$ cat src/rtl/sprite_motion_ctrl.sv
// Sprite position controller: synchronizes and debounces inputs, then moves the
// sprite once per vertical-sync frame in manual (button) or auto (bounce) mode.
`timescale 1ns/1ps
module sprite_motion_ctrl #(
    parameter int unsigned SCREEN_W        = 800,
    parameter int unsigned SCREEN_H        = 600,
    parameter int unsigned SPRITE_SIZE     = 64,
    parameter int unsigned STEP            = 1,
    parameter int unsigned DEBOUNCE_CYCLES = 65536
) (
    input  logic        i_clk,
    input  logic        i_rst,
    input  logic        i_v_sync,
    input  logic        btn0,
    input  logic        btn1,
    input  logic        btn2,
    input  logic        btn3,
    input  logic        i_mode_auto,
    output logic [15:0] o_sprite_x,
    output logic [15:0] o_sprite_y,
    output logic        o_flip_x,
    output logic        o_flip_y,
    output logic        o_frame_tick
);

    localparam int unsigned MAX_X  = SCREEN_W - SPRITE_SIZE;
    localparam int unsigned MAX_Y  = SCREEN_H - SPRITE_SIZE;
    localparam int unsigned CNT_W  = $clog2(DEBOUNCE_CYCLES + 1);
    localparam int unsigned SYNC_W = 6;

    localparam logic [16:0]      MAX_X17  = 17'(MAX_X);
    localparam logic [16:0]      MAX_Y17  = 17'(MAX_Y);
    localparam logic [16:0]      STEP17   = 17'(STEP);
    localparam logic [CNT_W-1:0] CNT_LAST = CNT_W'(DEBOUNCE_CYCLES - 1);

    typedef enum logic {MANUAL = 1'b0, AUTO = 1'b1} state_t;

    // Sync vector layout: {mode, btn3, btn2, btn1, btn0, v_sync}
    logic [SYNC_W-1:0] sync1_q, sync1_d, sync2_q, sync2_d;
    logic [3:0]        deb_q, deb_d;
    logic [CNT_W-1:0]  cnt_q [4];
    logic [CNT_W-1:0]  cnt_d [4];
    logic              vs_prev_q, vs_prev_d;
    logic [1:0]        sync_vld_q, sync_vld_d;
    logic              armed_q, armed_d;
    logic              frame_evt_c;

    state_t            state_q, state_d;
    logic [15:0]       x_q, x_d, y_q, y_d;
    logic              dir_x_q, dir_x_d, dir_y_q, dir_y_d;
    logic              flip_x_q, flip_x_d, flip_y_q, flip_y_d;
    logic              tick_q, tick_d;

    logic [16:0]       x17, y17, x_up, y_up, x_dn, y_dn;
    logic              x_hit_hi, y_hit_hi, x_hit_lo, y_hit_lo;

    // Synchronizers, debounce and frame-edge detection
    always_comb begin
        sync1_d    = {i_mode_auto, btn3, btn2, btn1, btn0, i_v_sync};
        sync2_d    = sync1_q;
        vs_prev_d  = sync2_q[0];
        sync_vld_d = {sync_vld_q[0], 1'b1};
        // Arm only once a genuine post-reset sample of v_sync has been low
        armed_d    = armed_q | (sync_vld_q[1] & ~sync2_q[0]);
        deb_d      = deb_q;
        for (int i = 0; i < 4; i++) begin
            cnt_d[i] = '0;
            if (sync2_q[i+1] != deb_q[i]) begin
                if (cnt_q[i] == CNT_LAST) begin
                    deb_d[i] = ~deb_q[i];
                end else begin
                    cnt_d[i] = cnt_q[i] + CNT_W'(1);
                end
            end
        end
    end

    assign frame_evt_c = armed_q & sync2_q[0] & ~vs_prev_q;

    // FSM state register and all registered outputs
    always_ff @(posedge i_clk) begin
        if (i_rst) begin
            sync1_q    <= '0;
            sync2_q    <= '0;
            deb_q      <= '0;
            for (int i = 0; i < 4; i++) cnt_q[i] <= '0;
            vs_prev_q  <= 1'b0;
            sync_vld_q <= '0;
            armed_q    <= 1'b0;
            state_q    <= MANUAL;
            x_q        <= '0;
            y_q        <= '0;
            dir_x_q    <= 1'b1;
            dir_y_q    <= 1'b1;
            flip_x_q   <= 1'b0;
            flip_y_q   <= 1'b0;
            tick_q     <= 1'b0;
        end else begin
            sync1_q    <= sync1_d;
            sync2_q    <= sync2_d;
            deb_q      <= deb_d;
            for (int i = 0; i < 4; i++) cnt_q[i] <= cnt_d[i];
            vs_prev_q  <= vs_prev_d;
            sync_vld_q <= sync_vld_d;
            armed_q    <= armed_d;
            state_q    <= state_d;
            x_q        <= x_d;
            y_q        <= y_d;
            dir_x_q    <= dir_x_d;
            dir_y_q    <= dir_y_d;
            flip_x_q   <= flip_x_d;
            flip_y_q   <= flip_y_d;
            tick_q     <= tick_d;
        end
    end

    // Next state: mode is only sampled at frame events
    always_comb begin
        state_d = state_q;
        if (frame_evt_c) begin
            state_d = sync2_q[5] ? AUTO : MANUAL;
        end
    end

    // Motion: the mode chosen at this frame event drives this same update
    always_comb begin
        x_d      = x_q;
        y_d      = y_q;
        dir_x_d  = dir_x_q;
        dir_y_d  = dir_y_q;
        flip_x_d = flip_x_q;
        flip_y_d = flip_y_q;
        tick_d   = frame_evt_c;

        x17      = {1'b0, x_q};
        y17      = {1'b0, y_q};
        x_up     = x17 + STEP17;
        y_up     = y17 + STEP17;
        x_dn     = x17 - STEP17;
        y_dn     = y17 - STEP17;
        x_hit_hi = (x_up >= MAX_X17);
        y_hit_hi = (y_up >= MAX_Y17);
        x_hit_lo = (x17 <= STEP17);
        y_hit_lo = (y17 <= STEP17);

        if (frame_evt_c) begin
            if (state_d == MANUAL) begin
                if (deb_q[0]) begin
                    x_d      = x_hit_hi ? 16'(MAX_X17) : 16'(x_up);
                    flip_x_d = 1'b0;
                end else if (deb_q[1]) begin
                    x_d      = x_hit_lo ? 16'd0 : 16'(x_dn);
                    flip_x_d = 1'b1;
                end else if (deb_q[2]) begin
                    y_d      = y_hit_hi ? 16'(MAX_Y17) : 16'(y_up);
                    flip_y_d = 1'b0;
                end else if (deb_q[3]) begin
                    y_d      = y_hit_lo ? 16'd0 : 16'(y_dn);
                    flip_y_d = 1'b1;
                end
            end else begin
                if (dir_x_q) begin
                    x_d     = x_hit_hi ? 16'(MAX_X17) : 16'(x_up);
                    dir_x_d = ~x_hit_hi;
                end else begin
                    x_d     = x_hit_lo ? 16'd0 : 16'(x_dn);
                    dir_x_d = x_hit_lo;
                end
                if (dir_y_q) begin
                    y_d     = y_hit_hi ? 16'(MAX_Y17) : 16'(y_up);
                    dir_y_d = ~y_hit_hi;
                end else begin
                    y_d     = y_hit_lo ? 16'd0 : 16'(y_dn);
                    dir_y_d = y_hit_lo;
                end
                flip_x_d = ~dir_x_d;
                flip_y_d = ~dir_y_d;
            end
        end
    end

    assign o_sprite_x   = x_q;
    assign o_sprite_y   = y_q;
    assign o_flip_x     = flip_x_q;
    assign o_flip_y     = flip_y_q;
    assign o_frame_tick = tick_q;

endmodule

$ cat config.mk
export PLATFORM = sky130hd
export DESIGN_NAME = sprite_motion_ctrl
export DESIGN_NICKNAME = d
export VERILOG_FILES = /design/src/rtl/sprite_motion_ctrl.sv
export SDC_FILE = /design/constraint.sdc
export NUM_CORES = 1
export LEC_CHECK = 0
export CELL_PAD_IN_SITES_DETAIL_PLACEMENT = 1
export CELL_PAD_IN_SITES_GLOBAL_PLACEMENT = 1
export CORE_MARGIN = 5
export CORE_UTILIZATION = 35
export CTS_CLUSTER_SIZE = 30
export DETAILED_ROUTE_END_ITERATION = 8
export DONT_BUFFER_PORTS = 1
export PLACE_DENSITY = 0.72
export SLEW_MARGIN = 20
export SYNTH_ARGS = -nofsm -noshare
export SYNTH_HDL_FRONTEND = slang
export SYNTH_SLANG_ARGS = --single-unit
$ cat constraint.sdc
create_clock -name i_clk -period 2.4 [get_ports i_clk]
set_input_delay 0.6 -clock i_clk [delete_from_list [all_inputs] [get_ports i_clk]]
set_output_delay 0.6 -clock i_clk [all_outputs]
set_load 0.02 [all_outputs]
== Word-level counts from Yosys, hierarchy flattened ==
Memory sizes are Yosys's and may differ from the RTL's.
Cells that the tools add are included.
Storage, ports and cells
  memories kept: 1
  input port bits: 8
  bits in registers: 58
  word-level logic and storage cells: 114
  output and inout bits: 35
  memory bits (writable): 68
Memory list
  cnt_q: words 4, width 17, read ports 4, clocked after Yosys merged registers in 0, write ports 4, RTL line 41  | logic [CNT_W-1:0] cnt_q [4];
Operators by class
  reduce and logical (&&, ||, !) cells: 9
  equality and inequality tests: 10
  add/sub/neg operators: 8
  $lt $le $gt $ge: 4
  mux-type cells: 46
  bitwise logic cells: 18
Operators with widths (number)
  two-way mux 16 bit: 14
  two-way mux 17 bit: 12
  adder 17 x 1 -> 17 bit, second input constant: 4
  == test 17 x 16 -> 1 bit, second input constant: 4
  adder 16 x 1 -> 17 bit, second input constant: 2
  >= comparator 17 x 10 -> 1 bit, second input constant: 2
  less-or-equal comparator 16 x 1 -> 1 bit, second input constant: 2
  subtractor 16 x 1 -> 16 bit, second input constant: 2
  two-way mux 1 bit: 20
  AND reduction 2 bit: 6
  NOT 1 bit: 10
  nonzero test 3 bit: 2
  bitwise OR 1 bit: 5
  inequality test 1 bit: 4
  inequality test 2 x 1 -> 1 bit, second input constant: 2
  AND reduction 4 bit: 1
  bitwise AND 1 bit: 3

== Depth between registers and ports, before layout ==
  depth after elaboration: 8
  mapped depth: 11
  depth with buffers taken out: 9

== Least setup slack after synthesis ==
No wires, ideal clock.
  path kind: register to register
  start: register x_q[0], in the netlist o_sprite_x[0]
  end: register x_q[8], in the netlist o_sprite_x[8]
  buffers on the path: 1
  data arrival time: 2.551 ns
  period minus slack after synthesis: 2.622 ns
  path slack: -0.222 ns
  setup time: 0.071 ns
  required time: 2.329 ns
  stages on the path, launching flop included: 10
  cell sequence: dfxtp_1 ha_1 and3_1 buf_2 nand3_1 nor4_1 mux2i_1 nand3_2 or4_1 a21oi_1
Between the ends
  longest elaborated chain between the ends: 5
  elaborated cells between the ends (all ways): 10
  classes of those cells: add/sub: 2; order compare: 2; mux: 6
Ends and longest elaborated chain
  from (decl): RTL line 49  | logic [15:0] x_q, x_d, y_q, y_d;
  from (signal assigned): RTL line 91  | x_q <= '0;
  from (signal assigned): RTL line 107  | x_q <= x_d;
  adder 16 x 1 -> 17 bit, or another cell as far along: RTL line 137  | x_up = x17 + STEP17;
  >= comparator 17 x 10 -> 1 bit or two-way mux 16 bit (tied branches): RTL line 141, 152, 166
  two-way mux 16 bit, on equally long branches: RTL line 149, 163, 151
  two-way mux 16 bit, on equally long branches: RTL line 148, 162
  two-way mux 16 bit *: RTL line 147  | if (state_d == MANUAL) begin
Every way passes the cells marked *; elsewhere a longest branch is shown, timed or not. The select of a mux whose other input is x is not followed.
A chain may end at the register's enable or synchronous reset.

== Worst setup path in the final report ==
Same ends and word-level chain as after synthesis.

==> flow_metrics.env <==
export IMPL_run_status="finished, final reports clean"
export IMPL_numCtsBuffers=17
export IMPL_endpoint_kind="flop"
export IMPL_drv_slew=0
export IMPL_required_ns=2.75
export IMPL_drt_vias_per_instance=5.37
export IMPL_die_x_um=146
export IMPL_cts_root_buf="clkbuf_16"
export IMPL_worst_slew_pin_slew_ns=0.545
export IMPL_syn_inst=786
export IMPL_row_count=49
export IMPL_worstSetupPathType="reg2reg"
export IMPL_maxCapViolCount=0
export IMPL_max_freq_mhz=448
export IMPL_yosysUniqueCellTypes=71
export IMPL_ys_flop_type="dfxtp_1"
export IMPL_hp_class="in2reg"
export IMPL_wl_um=17800
export IMPL_vias=5772
export IMPL_clkLatencyLatePin_ns=0.42
export IMPL_place_congestion=0.843
export IMPL_core_area_um2=18100
export IMPL_dp_hpwl_um=12600
export IMPL_grt_max_degree=51
export IMPL_crit_fanout=8
export IMPL_cp_start_kind="flop"
export IMPL_hold_depth=1
export IMPL_firstDrtPassIters=4
export IMPL_crit_slowest_cell="or4_1"
export IMPL_htreeDepth=4
export IMPL_arrival_ns=2.58
export IMPL_cts_hold_buf=0
export IMPL_fin_crit_sh_pct=93.1
export IMPL_grt_overflow_total=0
export IMPL_place_area_um2=7190
export IMPL_ys_warn_count=0
export IMPL_worstRegToRegCells=9
export IMPL_p_leak_nw=2.84
export IMPL_wire_per_inst_um=16.5
export IMPL_area_growth_pct=20.4
export IMPL_cts_tree="done"
export IMPL_clkTransAtPathRegs_ns=0.06
export IMPL_cts_sinks=126
export IMPL_drt_met1_wl_um=8290
export IMPL_final_util_pct=43.1
export IMPL_layout_commonest_cell="nor2_1"
export IMPL_top_layer="met4"
export IMPL_max_stage_delay_ns=0.42
export IMPL_drcViolationCount=0
export IMPL_ant_nets=0
export IMPL_met2_length_um=8580
export IMPL_met3_length_um=564
export IMPL_fin_skew_ns=0.00564
export IMPL_syn_area_per_cell_um2=8.27
export IMPL_synth_top_cell_by_area="dfxtp_1"
export IMPL_finalCriticalPeriod_ns=2.23
export IMPL_hold_violations=0
export IMPL_finalSetupViolCount=0
export IMPL_first_global_vias=5989
export IMPL_path_cells="ha_2 > and3_1 > buf_4 > mux2i_1 > nand2_1 > a211oi_2 > nand3_2 > or4_1 > a21oi_1"
export IMPL_antenna_found_initial=0
export IMPL_fin_total_pwr_w=0.00479
export IMPL_drt_iter0_drc=325
export IMPL_nNetsFinal=858
export IMPL_io_buffers=0
export IMPL_synth_edf_count=0
export IMPL_ios=43
export IMPL_timing_hold_ws_ns=0.256
export IMPL_die_y_um=146
export IMPL_yosys_top_cells_area="dfxtp_1, nor2_1, xor2_1"
export IMPL_async_flop_share_pct=0
export IMPL_antenna_cells=0
export IMPL_start_util_pct=35.8
export IMPL_syn_area_um2=6500
export IMPL_dieArea_um2=21400
export IMPL_grt_usage_pct=16.8
export IMPL_design_area_um2=7830
export IMPL_ys_seq_area_share_pct=38.8
export IMPL_ir_drop_v=0.000433
export IMPL_cts_buffer_depth=2
export IMPL_synth_seq_cells=126
export IMPL_slew_headroom_pct=63.6
export IMPL_final_cell_mix="nor2_1, dfxtp_1, buf_4"
export IMPL_p_per_area_nw_per_um2=612
export IMPL_drive_above_1_share_pct=16.4
export IMPL_syn_nets=808
export IMPL_yosysTopAreaCellShare_pct=38.8
export IMPL_grt_pass1_wl_um=29800
-- synth_stat cells, types with 17 or more instances --
master    instances
a21oi_1          40
and4_1           17
clkbuf_1         26
dfxtp_1         126
inv_1            29
nand2_1          58
nand3_1          35
nand4_1          25
nor2_1          121
nor3_1           19
o21ai_0          26
xnor2_1          37
xor2_1           42
-- area by class of cell --
| cell class | instances | area (um2) |
|---|---|---|
| inverters | 29 | 109 |
| flip-flops and latches | 126 | 2530 |
| clock buffers | 23 | 478 |
| fillers | 2131 | 10300 |
| well taps | 229 | 287 |
| repair buffers | 77 | 603 |
| multi-input cells | 585 | 3710 |
| clock inverters | 6 | 109 |
-- sequential cells by signal (all words and copies together) (netlist names), 2 cells and up --
name,flops
cnt_q,68
sync1_q,6
sync_vld_q,2
sync2_q,6
o_sprite_y,16
o_sprite_x,16
deb_q,4
-- per-stage QoR --
step | instances | setup TNS [ns] | setup slack [ns]
2_1_floorplan | 786 | 0 | 0.0290
5_1_grt | 1075 | -0.00365 | -0.00365
3_3_place_gp | 1045 | 0 | 0.132
4_1_cts | 1074 | 0 | 0.00116
3_5_place_dp | 1045 | 0 | 0.0428
6_report | 1075 | 0 | 0.166
-- critical path, delay by kind of cell, from the launching register on --
family	cells	cell delay, ns
muxes	1	0.17
DFF	1	0.39
and+or+nand+nor	4	0.83
buffers and inverters	1	0.15
AOI/OAI and AO/OA	2	0.44
adders and majority gates	1	0.18
-- kinds of logic (layout without fill, tap and decap cells) --
kind of cell | count (synthesis) | after routing | share of synthesized area, %
fa+ha+maj | 14 | 14 | 2.69
xor+xnor | 79 | 79 | 10.6
mux | 11 | 11 | 1.89
flops | 126 | 126 | 38.8
compound gates | 122 | 122 | 12.3
simple gates | 359 | 359 | 28.7
buf+inv | 75 | 135 | 5.00
-- power breakdown --
part           leakage, nW  internal [W]  total (W)  switching [W]
combinational         1.53     0.0000291  0.0000701      0.0000410
clock                0.286       0.00170    0.00261       0.000910
sequential            1.02       0.00211    0.00212     0.00000969
-- layer usage --
| layer | global-route usage [%] | up-vias |
|---|---|---|
| met4 | 6.59 | 0 |
| met3 | 3.28 | 25 |
| li1 | - | 2837 |
| met2 | 28.2 | 81 |
| met1 | 21.2 | 2829 |
| met5 | 0 | - |
-- worst paths after layout --
kind / start / to / slack (ns)
worst max register to register: o_sprite_x[0] / o_sprite_x[8] / 0.17
worst min register to register: sync_vld_q[0] / sync_vld_q[1] / 0.43
worst min-delay path: i_rst / sync1_q[4] / 0.26
worst max-delay path: o_sprite_x[0] / o_sprite_x[8] / 0.17
-- timing repair --
item	4_1_cts	5_1_grt
buffers inserted	0	1
setup endpoints to repair	2	32
pin swaps	0	3
gates resized for setup	2	15
Note: power is estimated with default switching activity, not from simulation.
